===== config.mk =====
export PLATFORM = sky130hd
export DESIGN_NAME = maxnet_scheduler
export DESIGN_NICKNAME = d
export VERILOG_FILES = /design/src/rtl/maxnet_scheduler_pkg.sv /design/src/rtl/maxnet_iter_counter.sv /design/src/rtl/maxnet_scheduler.sv
export SDC_FILE = /design/constraint.sdc
export NUM_CORES = 1
export LEC_CHECK = 0
export ABC_AREA = 1
export CORE_ASPECT_RATIO = 0.8
export CORE_MARGIN = 2
export CORE_UTILIZATION = 44
export CTS_BUF_LIST = sky130_fd_sc_hd__clkbuf_4 sky130_fd_sc_hd__clkbuf_8 sky130_fd_sc_hd__clkbuf_16
export DETAILED_ROUTE_END_ITERATION = 10
export GPL_ROUTABILITY_DRIVEN = 0
export PLACE_DENSITY = 0.75
export REMOVE_ABC_BUFFERS = 1
export SETUP_SLACK_MARGIN = 0.02
export SLEW_MARGIN = 20
export SYNTH_ARGS = -nofsm -noshare
export SYNTH_HDL_FRONTEND = slang
export SYNTH_SLANG_ARGS = --single-unit

===== constraint.sdc =====
create_clock -name clk -period 1.2 [get_ports clk]
set_clock_uncertainty 0.05 [all_clocks]
set_input_delay 0.18 -clock clk [delete_from_list [all_inputs] [get_ports clk]]
set_output_delay 0.18 -clock clk [all_outputs]
set_load 0.01 [all_outputs]

===== src/rtl/maxnet_scheduler_pkg.sv =====
// Shared types and widths for the Maxnet layer scheduler.
// The FSM states and the activation/accumulator widths are shared with the datapath.
package maxnet_scheduler_pkg;

  typedef enum logic [2:0] {
    IDLE  = 3'd0,
    CLEAR = 3'd1,
    ACCUM = 3'd2,
    WRITE = 3'd3,
    CHECK = 3'd4,
    DONE  = 3'd5
  } state_t;

  localparam int ACT_W = 5;
  localparam int ACC_W = 12;

endpackage


===== src/rtl/maxnet_iter_counter.sv =====
// Saturating iteration counter for the Maxnet scheduler.
// tc_o flags that the next increment lands on MAX_ITER, so the FSM can stop in the same cycle.
module maxnet_iter_counter #(
  parameter int MAX_ITER = 15,
  parameter int ITW      = $clog2(MAX_ITER + 1)
) (
  input  logic           clk,
  input  logic           rst,
  input  logic           clr_i,
  input  logic           inc_i,
  output logic [ITW-1:0] count_o,
  output logic           tc_o
);

  localparam logic [ITW-1:0] MAX_C  = ITW'(MAX_ITER);
  localparam logic [ITW-1:0] LAST_C = ITW'(MAX_ITER - 1);

  logic [ITW-1:0] count_q, count_d;

  always_ff @(posedge clk or posedge rst) begin
    if (rst) begin
      count_q <= '0;
    end else begin
      count_q <= count_d;
    end
  end

  always_comb begin
    count_d = count_q;
    if (clr_i) begin
      count_d = '0;
    end else if (inc_i && (count_q != MAX_C)) begin
      count_d = count_q + 1'b1;
    end
  end

  assign count_o = count_q;
  assign tc_o    = (count_q == LAST_C);

endmodule


===== src/rtl/maxnet_scheduler.sv =====
// Maxnet layer scheduler: time-shares one MAC and one activation unit over all neurons,
// writes a shadow bank per iteration and commits it, stopping on a single survivor or the cap.
module maxnet_scheduler
  import maxnet_scheduler_pkg::*;
#(
  parameter int NUM_NEURONS = 4,
  parameter int NUM_INPUTS  = 4,
  parameter int MAX_ITER    = 15,
  parameter int NW          = $clog2(NUM_NEURONS),
  parameter int IW          = (NUM_INPUTS > 1) ? $clog2(NUM_INPUTS) : 1,
  parameter int ITW         = $clog2(MAX_ITER + 1)
) (
  input  logic             clk,
  input  logic             rst,
  input  logic             start,
  input  logic [ACT_W-1:0] act_out,
  output logic [NW-1:0]    sel_neuron,
  output logic [IW-1:0]    sel_input,
  output logic             acc_clr,
  output logic             acc_en,
  output logic             wr_en,
  output logic [NW-1:0]    wr_addr,
  output logic             commit,
  output logic             busy,
  output logic             done,
  output logic [NW-1:0]    winner,
  output logic             winner_valid,
  output logic [ITW-1:0]   iter_count
);

  localparam logic [NW-1:0] N_LAST = NW'(NUM_NEURONS - 1);
  localparam logic [IW-1:0] I_LAST = IW'(NUM_INPUTS - 1);

  state_t        state_q, state_d;
  logic [NW-1:0] n_q, n_d;
  logic [IW-1:0] i_q, i_d;
  logic [1:0]    nz_cnt_q, nz_cnt_d;
  logic [NW-1:0] last_nz_q, last_nz_d;
  logic [NW-1:0] winner_q, winner_d;
  logic          winner_valid_q, winner_valid_d;

  logic          cnt_clr, cnt_inc, cnt_tc;
  logic [ITW-1:0] cnt_value;

  maxnet_iter_counter #(
    .MAX_ITER (MAX_ITER),
    .ITW      (ITW)
  ) u_iter_counter (
    .clk     (clk),
    .rst     (rst),
    .clr_i   (cnt_clr),
    .inc_i   (cnt_inc),
    .count_o (cnt_value),
    .tc_o    (cnt_tc)
  );

  always_ff @(posedge clk or posedge rst) begin
    if (rst) begin
      state_q        <= IDLE;
      n_q            <= '0;
      i_q            <= '0;
      nz_cnt_q       <= '0;
      last_nz_q      <= '0;
      winner_q       <= '0;
      winner_valid_q <= 1'b0;
    end else begin
      state_q        <= state_d;
      n_q            <= n_d;
      i_q            <= i_d;
      nz_cnt_q       <= nz_cnt_d;
      last_nz_q      <= last_nz_d;
      winner_q       <= winner_d;
      winner_valid_q <= winner_valid_d;
    end
  end

  always_comb begin
    state_d        = state_q;
    n_d            = n_q;
    i_d            = i_q;
    nz_cnt_d       = nz_cnt_q;
    last_nz_d      = last_nz_q;
    winner_d       = winner_q;
    winner_valid_d = winner_valid_q;
    cnt_clr        = 1'b0;
    cnt_inc        = 1'b0;
    case (state_q)
      IDLE: begin
        if (start) begin
          state_d        = CLEAR;
          n_d            = '0;
          i_d            = '0;
          nz_cnt_d       = '0;
          last_nz_d      = '0;
          winner_d       = '0;
          winner_valid_d = 1'b0;
          cnt_clr        = 1'b1;
        end
      end
      CLEAR: begin
        state_d = ACCUM;
        i_d     = '0;
      end
      ACCUM: begin
        if (i_q == I_LAST) begin
          state_d = WRITE;
        end else begin
          i_d = i_q + 1'b1;
        end
      end
      WRITE: begin
        if (act_out != '0) begin
          last_nz_d = n_q;
          if (nz_cnt_q != 2'd2) begin
            nz_cnt_d = nz_cnt_q + 2'd1;
          end
        end
        if (n_q == N_LAST) begin
          state_d = CHECK;
        end else begin
          n_d     = n_q + 1'b1;
          state_d = CLEAR;
        end
      end
      CHECK: begin
        cnt_inc = 1'b1;
        // Winner is captured here so it is already visible during the DONE pulse.
        if ((nz_cnt_q <= 2'd1) || cnt_tc) begin
          state_d        = DONE;
          winner_d       = (nz_cnt_q == 2'd0) ? '0 : last_nz_q;
          winner_valid_d = (nz_cnt_q == 2'd1);
        end else begin
          state_d  = CLEAR;
          n_d      = '0;
          nz_cnt_d = '0;
        end
      end
      DONE: begin
        state_d = IDLE;
      end
      default: begin
        state_d = IDLE;
      end
    endcase
  end

  always_comb begin
    sel_neuron = '0;
    sel_input  = '0;
    acc_clr    = 1'b0;
    acc_en     = 1'b0;
    wr_en      = 1'b0;
    wr_addr    = '0;
    commit     = 1'b0;
    busy       = 1'b0;
    done       = 1'b0;
    case (state_q)
      CLEAR: begin
        busy       = 1'b1;
        acc_clr    = 1'b1;
        sel_neuron = n_q;
      end
      ACCUM: begin
        busy       = 1'b1;
        acc_en     = 1'b1;
        sel_neuron = n_q;
        sel_input  = i_q;
      end
      WRITE: begin
        busy       = 1'b1;
        wr_en      = 1'b1;
        wr_addr    = n_q;
        sel_neuron = n_q;
      end
      CHECK: begin
        busy       = 1'b1;
        commit     = 1'b1;
        sel_neuron = n_q;
      end
      DONE: begin
        done       = 1'b1;
        sel_neuron = n_q;
      end
      default: begin
        sel_neuron = '0;
      end
    endcase
  end

  assign winner       = winner_q;
  assign winner_valid = winner_valid_q;
  assign iter_count   = cnt_value;

endmodule


==> key figures, run 1 <==
Status
  – Run status: complete, but fails checks
  – Failing checks: setup timing

Layout
  – Core Util, Final: 0.7856
  – Synth-to-layout area growth: 67.86%
  – Reg area: roughly 450 sq um
  – Layout Nets: roughly 240
  – ANT cells: 0
  – Fillers: 160
  – Fin area: 1934 sq um
  – Footprint of the multi-input gates: ~710 sq um
  – Non-Filler Instances: 264
  – Layout cell share with drive strength beyond 1: 0.4956

Power and ir drop
  – Leak: between 1 and 1.5 nW
  – Cell Int Power: 2.125 mW
  – PD cells: slightly below 2000 nW/um^2
  – Power Total: roughly 3.7 mW
  – Sw frac: 0.4329
  – Peak supply drop: about 1800 uV
  – Part of the power in registers: 0.230
  – Clk pwr share: 0.104
  – Comb pwr share: 0.666
  – Sw power: ~1.6 mW

Worst setup path
  – Critical path class: register to output pin
  – CP max FO: 5
  – Worst path slowest cell: dfrtp_1
  – Crit-path max cell delay: roughly 0.42 ns
  – CP Capture Type: output pin
  – Worst setup endpoint: commit
  – CP Cell Sequence: buf_6 -> nor2_4 -> buf_4 -> nand2_4 -> buf_4 -> inv_2 -> clkdlybuf4s15_2
  – WP data arrival: roughly 1.6 ns
  – Worst Reg-to-Reg Cells: 11
  – Reg2reg start: state_q[0]
  – Most common cell on crit path: buf_4
  – Worst Path Required: 0.97 ns
  – R2r setup slk: -0.40 ns
  – Setup crit start kind: register
  – Reg-to-Reg End: n_q[0]
  – Worst setup path start: state_q[0]

Drt
  – Top Layer Used: met4
  – Drt initial violations: 45
  – Final ANT Viol Nets: 0
  – Metal2 WL: 1714 microns
  – Total number of vias: about 1,300
  – Post-Route WL: 3391 microns
  – Met1 WL: about 1500 microns
  – First-pass DRT Iterations: 4
  – WL/cell: about 13 microns
  – DRC viols: 0
  – Via density: just under 5
  – Wire length on met3: around 140 microns

Timing
  – Slew @ Worst Pin: roughly 0.24 ns
  – Post-Route Setup TNS: -10.77 ns
  – Slew headroom: 0.8412
  – Hold_ws: 0.1253 ns
  – Final slew viol count: 0
  – Tcrit/Tclk final: 1.489
  – Final-report hold violation count: 0
  – RSZ-0062 raised after global routing: true
  – Highest clock rate: 559.6 MHz
  – Setup slack after layout: -0.5871 ns
  – Final setup vio count: 29
  – Minimum clock period: approximately 1.8 ns

Synthesis
  – Synth warn: 0
  – Most frequent cells after synthesis: nand2_1, inv_1, nor2_1
  – Synth Instances: 154
  – Most area-hungry cell type in the Yosys netlist: dfrtp_1
  – Sequential area share after synthesis: 0.3909
  – Mapped Avg Cell Area: between 7 and 8 sq um
  – Asr flop ratio synth: 1.000
  – Top-count cell post-synth: nand2_1
  – Synth Flop Type: dfrtp_1
  – Synth cell types: 19
  – Flops & latches, synth: 18
  – EDFF count, synth: 0
  – Dominant cells by area after synthesis: dfrtp_1, nand2_1, inv_1
  – Mapped cell area: about 1200 sq um
  – Area share of the largest cell type after synthesis: 0.3909

Die
  – Core Box Area: around 2500 sq um
  – Chip Width: a little over 60 microns
  – Io pins: 27
  – Die footprint: 3047 sq um
  – Initial Utilization: 0.4680
  – Die Ht: between 40 and 50 microns
  – Row Count: 16

Place
  – Number of buffers added on ports: 26
  – Setup Slack @ Placement: -0.5861 ns
  – Inst Count DP: 247
  – Dpl hpwl: roughly 2200 microns
  – DP Area: approximately 1700 sq um

Clock tree
  – Num CTS Buffers: 3
  – # H-tree levels: 1
  – Worst skew pair latency: approximately 0.3 ns
  – Root Buffer: clkbuf_4
  – CTS Buffer Depth: 2
  – CTS tree: built
  – Clock Sinks: 18
  – Clock slew at reported path FFs: around 0.11 ns
  – CTS Hold Bufs: 0

Min path
  – Type of the most critical hold path: input port to async pin

Global routing
  – Vias in the first global route: 1,285
  – Largest net degree at the start of global routing: 19
  – All-Layer GR Usage: 0.2452
  – First-pass GRT wire length: 5595 microns
  – Gr ovfl total: 0
  – Initial antenna violation count: 0

Flow run
  – Max-Cap Viols: 0
critical path: cells and delay by family (launching register included):
family / cells / cell delay, ns
flops: 1 / 0.42
simple gates: 2 / 0.14
buf+inv: 5 / 0.70
cells by family (layout without fill, tap and decap cells):
logic type	after synthesis	after routing	share of synthesized area
buffers and inverters	28	102	0.09120
adder cells (fa/ha/maj)	7	7	0.07600
flip-flops	18	18	0.3909
AND/OR/NAND/NOR	86	86	0.3572
XOR/XNOR	1	1	0.007602
AO/OA/AOI/OAI	14	14	0.07709
worst min path at each step:
stage / startpoint / to / slack, ns / depth (start not counted)
floorplan: rst / i_q[0] / 0.07 / 1
global placement: last_nz_q[1] / last_nz_q[1] / 0.42 / 2
detailed placement: last_nz_q[1] / last_nz_q[1] / 0.44 / 2
CTS: rst / i_q[0] / 0.14 / 3
global route: rst / i_q[0] / 0.16 / 3
finish: rst / i_q[0] / 0.13 / 3
cell usage in the layout (no fill, tap or decap), drive strengths merged:
| cell type | instances |
|---|---|
| nand4 | 2 |
| o21ai | 8 |
| nor2 | 23 |
| inv | 28 |
| buf | 57 |
| clkdlybuf4s50 | 7 |
| clkdlybuf4s15 | 1 |
| a21oi | 6 |
| dfrtp | 18 |
| or2 | 2 |
| xor2 | 1 |
| clkbuf | 9 |
| ha | 7 |
| nand2 | 42 |
| nand3 | 17 |
sequential cells by signal, indices dropped and copies added (netlist names):
| name | count |
|---|---|
| i_q | 2 |
| winner_valid | 1 |
| nz_cnt_q | 2 |
| n_q | 2 |
| last_nz_q | 2 |
| state_q | 3 |
| u_iter_counter.count_o | 4 |
| winner | 2 |
timing repair:
item / 4_1_cts / 5_1_grt
buffers inserted: 13 / 3
setup endpoints to repair: 36 / 37
cloned: 0 / 0
resized for setup: 91 / 37
pin swaps: 10 / 10
power groups by stage:
stage	clock, mW	sequential [mW]	combinational [mW]
floorplan	0	0.915	0.937
global placement	0	0.871	1.79
detailed placement	0	0.880	1.86
CTS	0.391	0.848	2.16
global route	0.418	0.881	2.69
finish	0.390	0.862	2.50
area by class of cell:
type | count | area share
Clock buffer | 4 | 0.01876
Inverter | 28 | 0.05821
Multi-Input combinational cell | 108 | 0.3674
Sequential cell | 18 | 0.2329
Tap cell | 36 | 0.02329
Timing Repair Buffer | 70 | 0.2995
per-layer routing:
layer	vias up	track usage
li1	627	-
met1	611	0.3152
met2	31	0.4184
met3	9	0.04462
met4	0	0.05797
met5	-	0
No activity file was read; power rests on OpenSTA's default activity.
==> inputs of run 2 (changes only) <==
HOLD_SLACK_MARGIN = 0.06   (was default)
==> results of run 2 <==
Final layout, timing and power as in run 1 (identical DEF).
==> inputs of run 3 (changes only) <==
ABC_AREA = default   (was 1)
CORE_UTILIZATION = 43   (was 44)
==> run 3 against run 2 <==
Net effect: the run still ends with setup timing left; die area shrank 6.6%; synthesized area shrank 9.2%; sequential cell count is the same; first-iteration DRC count shrank 24%; cell area shrank 2.1%; power shrank 5.9%; via count shrank 15%; maximum frequency grew 6.9%; critical path type unchanged; routed wire length grew 1.8%; count of clock-buffer cells in the layout shrank 1.
==> key figures, run 3 <==
Status
  – Run status: complete, but fails checks
  – Failing checks: setup timing

Global routing
  – Gr ovfl total: 0
  – Largest net degree at the start of global routing: 19
  – All-Layer GR Usage: 0.2320
  – Initial antenna violation count: 0
  – Vias in the first global route: 1,047
  – First-pass GRT wire length: about 4800 microns

Die
  – Row Count: 15
  – Core Box Area: about 2200 sq um
  – Initial Utilization: 0.4683
  – Io pins: 27
  – Die Ht: roughly 48 microns
  – Chip Width: ~60 microns
  – Die footprint: about 2800 sq um

Worst setup path
  – CP max FO: 6
  – CP Capture Type: output pin
  – Setup crit start kind: register
  – Worst Reg-to-Reg Cells: 6
  – Critical path class: register to output pin
  – Worst Path Required: 0.97 ns
  – WP data arrival: about 1.4 ns

Clock tree
  – Clock Sinks: 18
  – Clock slew at reported path FFs: about 0.11 ns
  – CTS Buffer Depth: 2
  – Root Buffer: clkbuf_4
  – Worst skew pair latency: roughly 0.30 ns
  – CTS Hold Bufs: 0
  – Num CTS Buffers: 3
  – # H-tree levels: 1
  – CTS tree: built

Flow run
  – Max-Cap Viols: 0

Synthesis
  – Asr flop ratio synth: 1.000
  – Sequential area share after synthesis: 0.4306
  – Synth Instances: ~110
  – Mapped Avg Cell Area: approximately 9.6 sq um
  – EDFF count, synth: 0
  – Flops & latches, synth: 18
  – Mapped cell area: roughly 1000 sq um
  – Most area-hungry cell type in the Yosys netlist: dfrtp_1
  – Area share of the largest cell type after synthesis: 0.4306
  – Synth cell types: 35
  – Most frequent cells after synthesis: dfrtp_1, inv_1, nand3_1, nor2_1, o21ai_0
  – Synth warn: 0
  – Synth Flop Type: dfrtp_1
  – Top-count cell post-synth: dfrtp_1
  – Dominant cells by area after synthesis: dfrtp_1, ha_1, nand3_1

Place
  – Setup Slack @ Placement: -0.6630 ns
  – Inst Count DP: between 150 and 200
  – Dpl hpwl: ~2000 microns
  – Number of buffers added on ports: 26

Timing
  – Final setup vio count: 30
  – Final-report hold violation count: 0
  – Slew headroom: 0.7926
  – Setup slack after layout: -0.4719 ns
  – Slew @ Worst Pin: about 0.31 ns
  – Minimum clock period: about 1.7 ns
  – Tcrit/Tclk final: 1.393
  – Highest clock rate: approximately 600 MHz
  – RSZ-0062 raised after global routing: true
  – Final slew viol count: 0

Power and ir drop
  – PD cells: 1861 nW/um^2
  – Peak supply drop: around 900 uV
  – Leak: around 0.90 nW

Layout
  – Layout Nets: 197
  – Synth-to-layout area growth: 81.10%
  – Non-Filler Instances: roughly 200
  – Layout cell share with drive strength beyond 1: 0.5611
  – Commonest non-fill, non-tap cells in the layout: buf_4, buf_6, dfrtp_1
  – Max FFs per register: 4
  – ANT cells: 0
  – Commonest non-fill, non-tap cell in the layout: buf_4

Drt
  – WL/cell: ~17 microns
  – Drt initial violations: 34
  – Total number of vias: roughly 1,100
  – Via density: roughly 5.3
  – DRC viols: 0
  – First-pass DRT Iterations: 4
  – Post-Route WL: ~3500 microns
  – Final ANT Viol Nets: 0

Min path
  – Type of the most critical hold path: input port to async pin
## run 3: cell count changes after synthesis, moves of 3 or more
| cell | delta |
|---|---|
| a21oi_1 | -3 |
| nand2_1 | -30 |
| nor2_1 | -11 |
| nand2_2 | -4 |
| nand3_1 | -7 |
| and2_1 | +4 |
| nand2b_1 | +5 |
| inv_1 | -14 |
## run 3: cell type report
cell class              instances  area (sq um)
clock buffers                   3         22.52
repair buffers                 71         640.6
well taps                      25         31.28
flip-flops and latches         18         452.9
inverters                      12         50.05
fillers                       122         339.1
multi-input cells              76         696.9
## run 3: critical path, cell delays in order (launching register included)
cell,delay (ns)
dfrtp_2,0.49
buf_12,0.15
and3b_2,0.23
and2_4,0.15
buf_6,0.11
## run 3: worst paths after layout
| kind | start | to | slack, ns |
|---|---|---|---|
| setup / recovery | state_q[0] | wr_addr[0] | -0.47 |
| max in group asynchronous | rst | state_q[1] | 0.75 |
| hold / removal | rst | state_q[0] | 0.14 |
| min in group clk | last_nz_q[0] | last_nz_q[0] | 0.49 |
| hold reg to reg | last_nz_q[0] | last_nz_q[0] | 0.49 |
| setup reg to reg | state_q[0] | i_q[0] | -0.47 |
## run 3: kinds of logic (layout without fill, tap and decap cells)
| group | after synthesis | in the layout | synth area share |
|---|---|---|---|
| xor+xnor | 3 | 3 | 0.02512 |
| flops | 18 | 18 | 0.4306 |
| simple gates | 41 | 41 | 0.2189 |
| fa+ha+maj | 7 | 7 | 0.08373 |
| buf+inv | 15 | 86 | 0.05981 |
| compound gates | 22 | 22 | 0.1519 |
| mux | 3 | 3 | 0.02990 |
## run 3: timing repair
| action | 4_1_cts | 5_1_grt |
|---|---|---|
| setup endpoints to repair | 37 | 35 |
| resized for setup | 97 | 42 |
| setup buffers | 10 | 8 |
| pin swaps | 10 | 9 |
## run 3: through the flow
| stage | total power [mW] | hold WS (ns) | cell area, sq um | TNS [ns] | utilization |
|---|---|---|---|---|---|
| 4_1_cts | 3.014 | 0.1559 | 1679 | -9.716 | 0.7518 |
| 6_report | 3.525 | 0.1366 | 1894 | -10.61 | 0.8482 |
| 5_1_grt | 3.759 | 0.1689 | 1894 | -12.02 | 0.8482 |
| 2_1_floorplan | 1.628 | 0.06857 | 1028 | -3.089 | - |
| 3_5_place_dp | 2.500 | 0.4573 | 1538 | -12.26 | 0.6885 |
| 3_3_place_gp | 2.419 | 0.4464 | 1538 | -10.78 | 0.6885 |
## run 3: report_power, final
part	internal (mW)	switching [mW]	total, mW	leakage (nW)
clock network	0.117	0.193	0.310	0.0138
logic	1.25	1.02	2.27	0.641
registers	0.766	0.183	0.949	0.240
total	2.13	1.39	3.53	0.896
## run 3: metal layers
layer,global-route usage,share of wire,vias to the layer above
met3,0.04244,0.044,8
li1,-,-,524
met5,0,0,-
met4,0.1000,0.027,0
met2,0.4267,0.50,35
met1,0.2748,0.43,525
